--- config.mk ---
export PLATFORM = sky130hd
export DESIGN_NAME = rv32_muldiv_unit
export DESIGN_NICKNAME = d
export VERILOG_FILES = /design/src/rtl/rv32_muldiv_unit.sv
export SDC_FILE = /design/constraint.sdc
export NUM_CORES = 1
export LEC_CHECK = 0
export ABC_AREA = 0
export CORE_MARGIN = 2
export CORE_UTILIZATION = 44
export DETAILED_ROUTE_END_ITERATION = 7
export GPL_ROUTABILITY_DRIVEN = 0
export PLACE_DENSITY_LB_ADDON = 0.3
export SLEW_MARGIN = 20
export SYNTH_ARGS = -nofsm -noshare
export SYNTH_HDL_FRONTEND = slang
export SYNTH_SLANG_ARGS = --single-unit
--- constraint.sdc ---
create_clock -name clk -period 6.7 [get_ports clk]
set_input_delay 1.34 -clock clk [delete_from_list [all_inputs] [get_ports clk]]
set_output_delay 1.34 -clock clk [all_outputs]
set_load 0.01 [all_outputs]
--- src/rtl/rv32_muldiv_unit.sv ---
// Iterative RV32M multiply/divide unit: shift-add multiply and restoring divide on operand magnitudes.
// Optional build macro RV32_MULDIV_EARLY_OUT_EN lets trivial cases skip the iteration phase.
module rv32_muldiv_unit #(
    parameter int ITER_PER_CLK = 1
) (
    input  logic        clk,
    input  logic        rst_n,
    input  logic        flush,
    input  logic        start,
    input  logic [2:0]  op,
    input  logic [31:0] rs1,
    input  logic [31:0] rs2,
    input  logic [4:0]  rd_in,
    output logic        busy,
    output logic        done,
    output logic [31:0] result,
    output logic [4:0]  rd_out
);

    localparam int N = 32 / ITER_PER_CLK;
    localparam logic [4:0] CNT_INIT = 5'(N - 1);

    typedef enum logic [1:0] {
        IDLE = 2'd0,
        CALC = 2'd1,
        DONE = 2'd2
    } state_t;

    state_t      state_r, state_nxt_s;
    logic [2:0]  op_r;
    logic [31:0] b_mag_r;
    logic [31:0] dividend_r;
    logic        neg_res_r, neg_rem_r, dz_r, ovf_r;
    logic [4:0]  cnt_r;
    logic [63:0] acc_r, acc_step_s;
    logic [4:0]  rd_r;
    logic        done_r;
    logic [31:0] result_r;
    logic [4:0]  rd_out_r;
    logic        busy_s;
    logic        accept_s, early_s;
    logic        sign_a_s, sign_b_s, dz_s, ovf_s;
    logic [31:0] a_mag_s, b_mag_s, res_calc_s, res_early_s;

    // One radix-2 step; acc holds {hi,lo} for multiply and {remainder,quotient} for divide.
    function automatic logic [63:0] iter_step(input logic [63:0] acc, input logic [31:0] b,
                                              input logic is_div);
        logic [32:0] part;
        logic [63:0] res;
        if (is_div) begin
            part = {acc[63:32], acc[31]};
            if (part >= {1'b0, b}) begin
                part = part - {1'b0, b};
                res  = {part[31:0], acc[30:0], 1'b1};
            end else begin
                res  = {part[31:0], acc[30:0], 1'b0};
            end
        end else begin
            part = {1'b0, acc[63:32]} + (acc[0] ? {1'b0, b} : 33'd0);
            res  = {part, acc[31:1]};
        end
        return res;
    endfunction

    // Sign correction, special-case override and result selection.
    function automatic logic [31:0] finalize(input logic [63:0] acc, input logic [2:0] o,
                                             input logic neg_res, input logic neg_rem,
                                             input logic dz, input logic ovf,
                                             input logic [31:0] dividend);
        logic [63:0] prod;
        logic [31:0] quo, rem, res;
        prod = neg_res ? (64'd0 - acc) : acc;
        quo  = neg_res ? (32'd0 - acc[31:0]) : acc[31:0];
        rem  = neg_rem ? (32'd0 - acc[63:32]) : acc[63:32];
        if (dz) begin
            quo = 32'hFFFF_FFFF;
            rem = dividend;
        end else if (ovf) begin
            quo = 32'h8000_0000;
            rem = 32'd0;
        end
        case (o)
            3'b000:                 res = prod[31:0];
            3'b001, 3'b010, 3'b011: res = prod[63:32];
            3'b100, 3'b101:         res = quo;
            default:                res = rem;
        endcase
        return res;
    endfunction

    // MULHSU treats only rs1 as signed; DIV/REM treat both as signed.
    assign sign_a_s = rs1[31] & ((op == 3'b001) | (op == 3'b010) | (op[2] & ~op[0]));
    assign sign_b_s = rs2[31] & ((op == 3'b001) | (op[2] & ~op[0]));
    assign a_mag_s  = sign_a_s ? (32'd0 - rs1) : rs1;
    assign b_mag_s  = sign_b_s ? (32'd0 - rs2) : rs2;
    assign dz_s     = op[2] & (rs2 == 32'd0);
    assign ovf_s    = op[2] & ~op[0] & (rs1 == 32'h8000_0000) & (rs2 == 32'hFFFF_FFFF);
    assign accept_s = start & ~flush;

`ifdef RV32_MULDIV_EARLY_OUT_EN
    assign early_s = dz_s | ovf_s | (~op[2] & ((rs1 == 32'd0) | (rs2 == 32'd0)));
`else
    assign early_s = 1'b0;
`endif

    assign res_early_s = finalize(64'd0, op, 1'b0, 1'b0, dz_s, ovf_s, rs1);
    assign res_calc_s  = finalize(acc_step_s, op_r, neg_res_r, neg_rem_r, dz_r, ovf_r, dividend_r);

    // Next-state, hold request and ITER_PER_CLK chained iteration steps.
    always_comb begin
        state_nxt_s = state_r;
        busy_s      = 1'b0;
        acc_step_s  = acc_r;
        for (int i = 0; i < ITER_PER_CLK; i++) begin
            acc_step_s = iter_step(acc_step_s, b_mag_r, op_r[2]);
        end
        case (state_r)
            IDLE: begin
                if (accept_s) begin
                    busy_s      = 1'b1;
                    state_nxt_s = early_s ? DONE : CALC;
                end else begin
                    state_nxt_s = IDLE;
                end
            end
            CALC: begin
                if (flush) begin
                    state_nxt_s = IDLE;
                end else begin
                    busy_s      = 1'b1;
                    state_nxt_s = (cnt_r == 5'd0) ? DONE : CALC;
                end
            end
            DONE:    state_nxt_s = IDLE;
            default: state_nxt_s = IDLE;
        endcase
    end

    assign busy   = rst_n & busy_s;
    assign done   = done_r;
    assign result = result_r;
    assign rd_out = rd_out_r;

    // State register.
    always_ff @(posedge clk or negedge rst_n) begin
        if (!rst_n) begin
            state_r <= IDLE;
            done_r  <= 1'b0;
        end else begin
            state_r <= state_nxt_s;
            done_r  <= (state_nxt_s == DONE);
        end
    end

    // Operand latching, iteration datapath and registered result.
    always_ff @(posedge clk or negedge rst_n) begin
        if (!rst_n) begin
            op_r       <= 3'd0;
            b_mag_r    <= 32'd0;
            dividend_r <= 32'd0;
            neg_res_r  <= 1'b0;
            neg_rem_r  <= 1'b0;
            dz_r       <= 1'b0;
            ovf_r      <= 1'b0;
            cnt_r      <= 5'd0;
            acc_r      <= 64'd0;
            rd_r       <= 5'd0;
            result_r   <= 32'd0;
            rd_out_r   <= 5'd0;
        end else begin
            case (state_r)
                IDLE: begin
                    if (accept_s) begin
                        op_r       <= op;
                        b_mag_r    <= b_mag_s;
                        dividend_r <= rs1;
                        neg_res_r  <= sign_a_s ^ sign_b_s;
                        neg_rem_r  <= sign_a_s;
                        dz_r       <= dz_s;
                        ovf_r      <= ovf_s;
                        cnt_r      <= CNT_INIT;
                        acc_r      <= {32'd0, a_mag_s};
                        rd_r       <= rd_in;
                        if (early_s) begin
                            result_r <= res_early_s;
                            rd_out_r <= rd_in;
                        end
                    end
                end
                CALC: begin
                    acc_r <= acc_step_s;
                    cnt_r <= cnt_r - 5'd1;
                    if (!flush && cnt_r == 5'd0) begin
                        result_r <= res_calc_s;
                        rd_out_r <= rd_r;
                    end
                end
                default: begin
                    cnt_r <= cnt_r;
                end
            endcase
        end
    end

endmodule

Word level (Yosys, flattened, before mapping). Cells that the tools add are included.

Register bits after elaboration: 185. Output and inout bits: 39.

Muxes and demuxes: 24. Bitwise gates (word level): 14. Add/subtract/negate cells: 8. Eq/ne operators: 12. Magnitude comparators: 1. Reductions and logical operators: 12.

Operators by type and width (number): 32-bit 2-to-1 mux (9); 64-bit 2-to-1 mux (4); 64-bit case mux with 2 select lines (1); 1-bit by 32-bit subtractor with 32-bit output (first input constant) (4); 32-bit case mux with 3 select lines (1); 32-bit equality test (second input constant) (2); 1-bit by 64-bit subtractor with 64-bit output (first input constant) (1); 32-bit by 32-bit adder with 33-bit output (1); 33-bit by 32-bit >= comparator with 1-bit output (1); 32-bit zero test (1); 32-bit subtractor (1); 5-bit case mux with 2 select lines (1); 3-bit by 2-bit equality test with 1-bit output (second input constant) (3); 1-bit AND (8); 3-bit by 1-bit equality test with 1-bit output (second input constant) (2); 3-bit equality test (second input constant) (2); 2-bit AND reduction (3); 5-bit zero test (1); 5-bit 2-to-1 mux (1); 5-bit by 1-bit subtractor with 5-bit output (second input constant) (1); 2-bit 2-to-1 mux (2); 2-bit case mux with 2 select lines (1); 3-bit zero test (1); 1-bit 2-to-1 mux (3); other kinds (13) (16).

Logic depth before layout (Yosys ltp).
Depth after elaboration: 8. Mapped depth: 22. Mapped depth without buffers: 19.

Worst setup path before layout. Ideal clock, no wire load.

Path type: register -> register. Start point: register acc_r[0]. End point: register result_r[31] (netlist: result[31]). Arrival time: 4.553 ns. Library setup time: 0.127 ns. Required time: 6.573 ns. Cell stages (with the launch flop): 18. Buffers on the path: 1. Slack: 2.021 ns. Cell sequence: dfrtp_1 > clkbuf_1 > and2_1 > ha_1 > fa_1 > a21o_1 > a221o_1 > nand4_1 > a31oi_1 > o21a_1 > mux2_2 > nor3_4 > nand2_2 > or4b_1 > or3_4 > o311a_1 > nor3_1 > o31ai_1.

Longest elaborated chain between the ends: 8. Elaborated cells on any way between the ends: 15. Those cells by class: add/sub: 4; mux: 11.

Ends and longest elaborated chain: from (decl) (RTL line 35) `logic [63:0] acc_r, acc_step_s;`; from (signal assigned) (RTL line 182) `acc_r <= {32'd0, a_mag_s};`; from (signal assigned) (RTL line 191) `acc_r <= acc_step_s;`; 32-bit 2-to-1 mux (RTL line 59) `part = {1'b0, acc[63:32]} + (acc[0] ? {1'b0, b} : 33'd0);`; 32-bit by 32-bit adder with 33-bit output (RTL line 59); 64-bit 2-to-1 mux (*) (RTL line 50) `if (is_div) begin`; 1-bit by 32-bit subtractor with 32-bit output (on tied branches) (RTL line 74, 73); 32-bit 2-to-1 mux (on tied branches) (RTL line 74, 73); 32-bit 2-to-1 mux (RTL line 78) `end else if (ovf) begin`; 32-bit 2-to-1 mux (RTL line 75) `if (dz) begin`; 32-bit case mux with 3 select lines (*) (RTL line 82) `case (o)`; to (signal assigned) (RTL line 185) `result_r <= res_early_s;`; to (signal assigned) (RTL line 194) `result_r <= res_calc_s;`; to (decl) (RTL line 38) `logic [31:0] result_r;`.

Every way passes the cells marked *; elsewhere a longest branch is shown, timed or not. A chain may end at the register's enable or synchronous reset.

Worst setup path after layout.
Start point: register acc_r[35]. End point: register result_r[10] (netlist: result[10]).

Longest elaborated chain between the ends: 8. Elaborated cells on any way between the ends: 16. Those cells by class: add/sub: 5; order compare: 1; mux: 10.

Ends and longest elaborated chain: 32-bit subtractor / 33-bit by 32-bit >= comparator with 1-bit output (equally long branches) (RTL line 53, 52); 64-bit 2-to-1 mux (RTL line 52) `if (part >= {1'b0, b}) begin`; 64-bit 2-to-1 mux (*) (RTL line 50); 1-bit by 32-bit subtractor with 32-bit output (on tied branches) (RTL line 74, 73); 32-bit 2-to-1 mux (on tied branches) (RTL line 74, 73); 32-bit 2-to-1 mux (RTL line 78); 32-bit 2-to-1 mux (RTL line 75); 32-bit case mux with 3 select lines (*) (RTL line 82).

Marks and branches as above.

==> impl_metrics.csv <==
group,metric,value,unit
synthesis,ys_seq_area_share,28.0,%
floorplanning,die_area,0.0391,sq mm
placement,pre_cts_slack,940,ps
global_routing,track_usage,30.5,%
worst_setup_path,worstPathCellList,"ha_1, nand3_1, o21bai_4, a2111oi_4, o211a_1, nor4_1, nor3_1, inv_1, ha_1, nand2_1, nor3_1, o31ai_1, or2_1, or3_1, nand2_1, xor2_1, a221oi_1, o31ai_1",
timing,slew_headroom,31.5,%
pwr,seqPwrFrac,20.0,%
synthesis,ys_top_cells_by_count,"nand2_1 (365), dfrtp_1 (185), o21ai_0 (150), a21oi_1 (111), nor2_1 (111)",
timing,tns,0,ps
global_routing,grt_pass1_wl,92900,microns
worst_setup_path,path_buf_inv,1,
drt,routed_via_density,6.47,
cts,hold_buffers,0,
pwr,p_leak,7.68,nW
drt,wl,59400,microns
drt,ant_nets,0,
synthesis,yosysTopAreaCell,"dfrtp_1",
worst_setup_path,critical_path_arrival,6400,ps
floorplanning,fp-row-count,70,
timing,worst_pin_slew,1030,ps
pwr,p_per_area,481,mW/mm^2
floorplanning,die_w,198,microns
synthesis,synth_fa_ha_area_share,5.47,%
synthesis,yosysTopAreaCellShare,28.0,%
synthesis,synthSimpleGateAreaFrac,23.9,%
drt,post-route-drc-count,0,
cts,root_buffer,"clkbuf_16",
synthesis,synth_edf_count,0,
drt,firstDrtPassIters,6,
synthesis,yosys.area_share.xor_xnor,9.97,%
pwr,intPower,4.14,mW
floorplanning,die_h,198,microns
synthesis,avgSynthCellArea,7.91,sq um
pwr,clockPowerShare,12.4,%
timing,period_share,91.0,%
worst_setup_path,criticalPathCategory,"reg -> reg",
drt,dr_total_vias,16900,
final_layout,num_antenna_cells,0,
synthesis,synth-warning-count,0,
timing,hold_viol,0,
cts,clockBufferDepth,2,
synthesis,yosysUniqueCellTypes,98,
cts,path_clk_slew,80,ps
final_layout,finalInstanceArea,0.0187,sq mm
synthesis,synth_top_family_by_area,"compound AO/OA/AOI/OAI gates",
placement,place_inst,2585,
flow_run,cap_violations,0,
floorplanning,io-pin-count,115,
global_routing,grt_max_degree,96,
placement,portBuffers,114,
global_routing,grt_pass1_vias,16100,
timing,fin_ws,604,ps
cts,cts_inserted_buffers,17,
synthesis,muxShareOfSynthArea,3.04,%
drt,wl_per_cell,22.7,microns
worst_setup_path,slowest_delay,860,ps
cts,htreeDepth,4,
timing,clock.fmax,164,MHz
worst_setup_path,critPathSlowestCell,"o31ai_1",
final_layout,instances_no_fill,2617,
worst_setup_path,path_max_fanout,10,
timing,rsz0062_at_grt,"no",
cts,worstSkewPairLatency,460,ps
global_routing,antenna_found_initial,2,
synthesis,synth-compound-area-share,24.8,%
global_routing,grt_overflow,0,
timing,setup_viol,0,
synthesis,ys_ff_latch,185,
worst_setup_path,start_kind,"flip-flop",
timing,fin_skew,14.2,ps
run_status,outcome,"completed",
timing,drv_slew,0,
final_layout,drive_gt1_share,6.61,%
cts,cts_resized,0,
worst_setup_path,critPathCaptureType,"flip-flop",
placement,placed_cell_area,0.0180,sq mm
final_layout,final_nets,2283,
pwr,ir_drop,232,uV
synthesis,yosys_most_used_dff,"dfrtp_1",
worst_setup_path,required,7010,ps
cts,cts.sinks,185,
hold_path,hp-class,"reg -> reg",
timing,period_needed,6100,ps
synthesis,synthesis.nets,2235,
synthesis,syn_area,0.0165,sq mm
synthesis,syn_inst,2088,
cts,post-cts-setup-buffers,0,
cts,cts_tree,"done",
pwr,power_switching,4.84,mW
pwr,combinationalPowerShare,67.6,%
pwr,swShare,53.9,%
worst_setup_path,cp_top_family,"compound AO/OA/AOI/OAI gates",
synthesis,synth_most_common_cell,"nand2_1",
final_layout,area_growth,12.9,%
synthesis,async_flop_share,100,%
placement,place_hpwl,44500,microns
floorplanning,core_area,0.0368,sq mm
drt,drt_iter0_drc,1897,
synthesis,synth.area.top_cells,"dfrtp_1 (28%), nand2_1 (8.3%), xor2_1 (5.5%), ha_1 (5.2%), o21ai_0 (4.5%)",
floorplanning,start_util,44.9,%
layout by cell type, fill, tap and decap left out, drive strengths merged, types with 19 or more instances in the layout:
master         instances
nor2b                 19
o21ai                159
clkdlybuf4s50        113
clkbuf                20
or3                   22
nand2                367
mux2i                 40
ha                    69
dfrtp                185
a21oi                112
nor2                 112
xnor2                 85
buf                   35
nand3                 73
o31ai                 52
inv                   78
xor2                 103
and2                  42
nor4                  23
a221oi                55
a31oi                 21
nor3                  59
o221ai                37
nand4                 33
metrics by stage:
step / hold WS, ps / total power [mW] / util [%]
floorplan: 435 / 5.88 / -
global placement: 450 / 7.55 / 49.0
detailed placement: 462 / 7.64 / 49.0
CTS: 483 / 8.78 / 50.7
global route: 497 / 9.49 / 50.7
finish: 483 / 8.98 / 50.7
layer usage:
metal | part of all wire (%) | track usage (%) | wire length [microns]
met1 | 42 | 42.2 | 25200
met2 | 42 | 45.3 | 25000
met3 | 11 | 7.44 | 6470
met4 | 4.7 | 13.3 | 2800
met5 | 0.015 | 0 | 9
final timing paths:
check / start / endpoint / slack (ps) / cells past startpoint
worst max-delay path: acc_r[35]$_DFFE_PN0P_ / result[10]$_DFFE_PN0P_ / 600 / 18
worst min-delay path: cnt_r[3]$_DFFE_PN0P_ / cnt_r[3]$_DFFE_PN0P_ / 480 / 1
worst max register to register: acc_r[35]$_DFFE_PN0P_ / result[10]$_DFFE_PN0P_ / 600 / 18
worst min register to register: cnt_r[3]$_DFFE_PN0P_ / cnt_r[3]$_DFFE_PN0P_ / 480 / 1
max in group asynchronous: rst_n / op_r[2]$_DFFE_PN0P_ / 4360 / 2
min in group asynchronous: rst_n / result[17]$_DFFE_PN0P_ / 930 / 1
power by group through the flow:
stage / combinational (mW) / clock, mW / sequential, mW
global placement: 5.77 / 0 / 1.78
floorplan: 4.26 / 0 / 1.61
CTS: 5.88 / 1.12 / 1.78
global route: 6.50 / 1.16 / 1.83
detailed placement: 5.84 / 0 / 1.80
finish: 6.07 / 1.12 / 1.80
logic make-up after synthesis:
logic type                 Yosys count
AOI/OAI and AO/OA                  578
xor gates and xnor gates           188
and+or+nand+nor                    827
buffers and inverters              191
adders and majority gates           71
muxes                               48
DFF                                185
sequential cells by signal (all words and copies together) (netlist names), 2 cells and up:
signal	count
rd_out	5
b_mag_r	32
op_r	3
state_r	2
rd_r	5
result	32
dividend_r	32
acc_r	64
cnt_r	5
cell type report:
class	count	area, sq um
well taps	468	586
inverters	71	267
fillers	3548	18100
flip-flops and latches	185	4630
clock inverters	13	176
multi-input cells	1712	11100
repair buffers	149	1410
clock buffers	19	453
(Power assumes the default switching activity.)
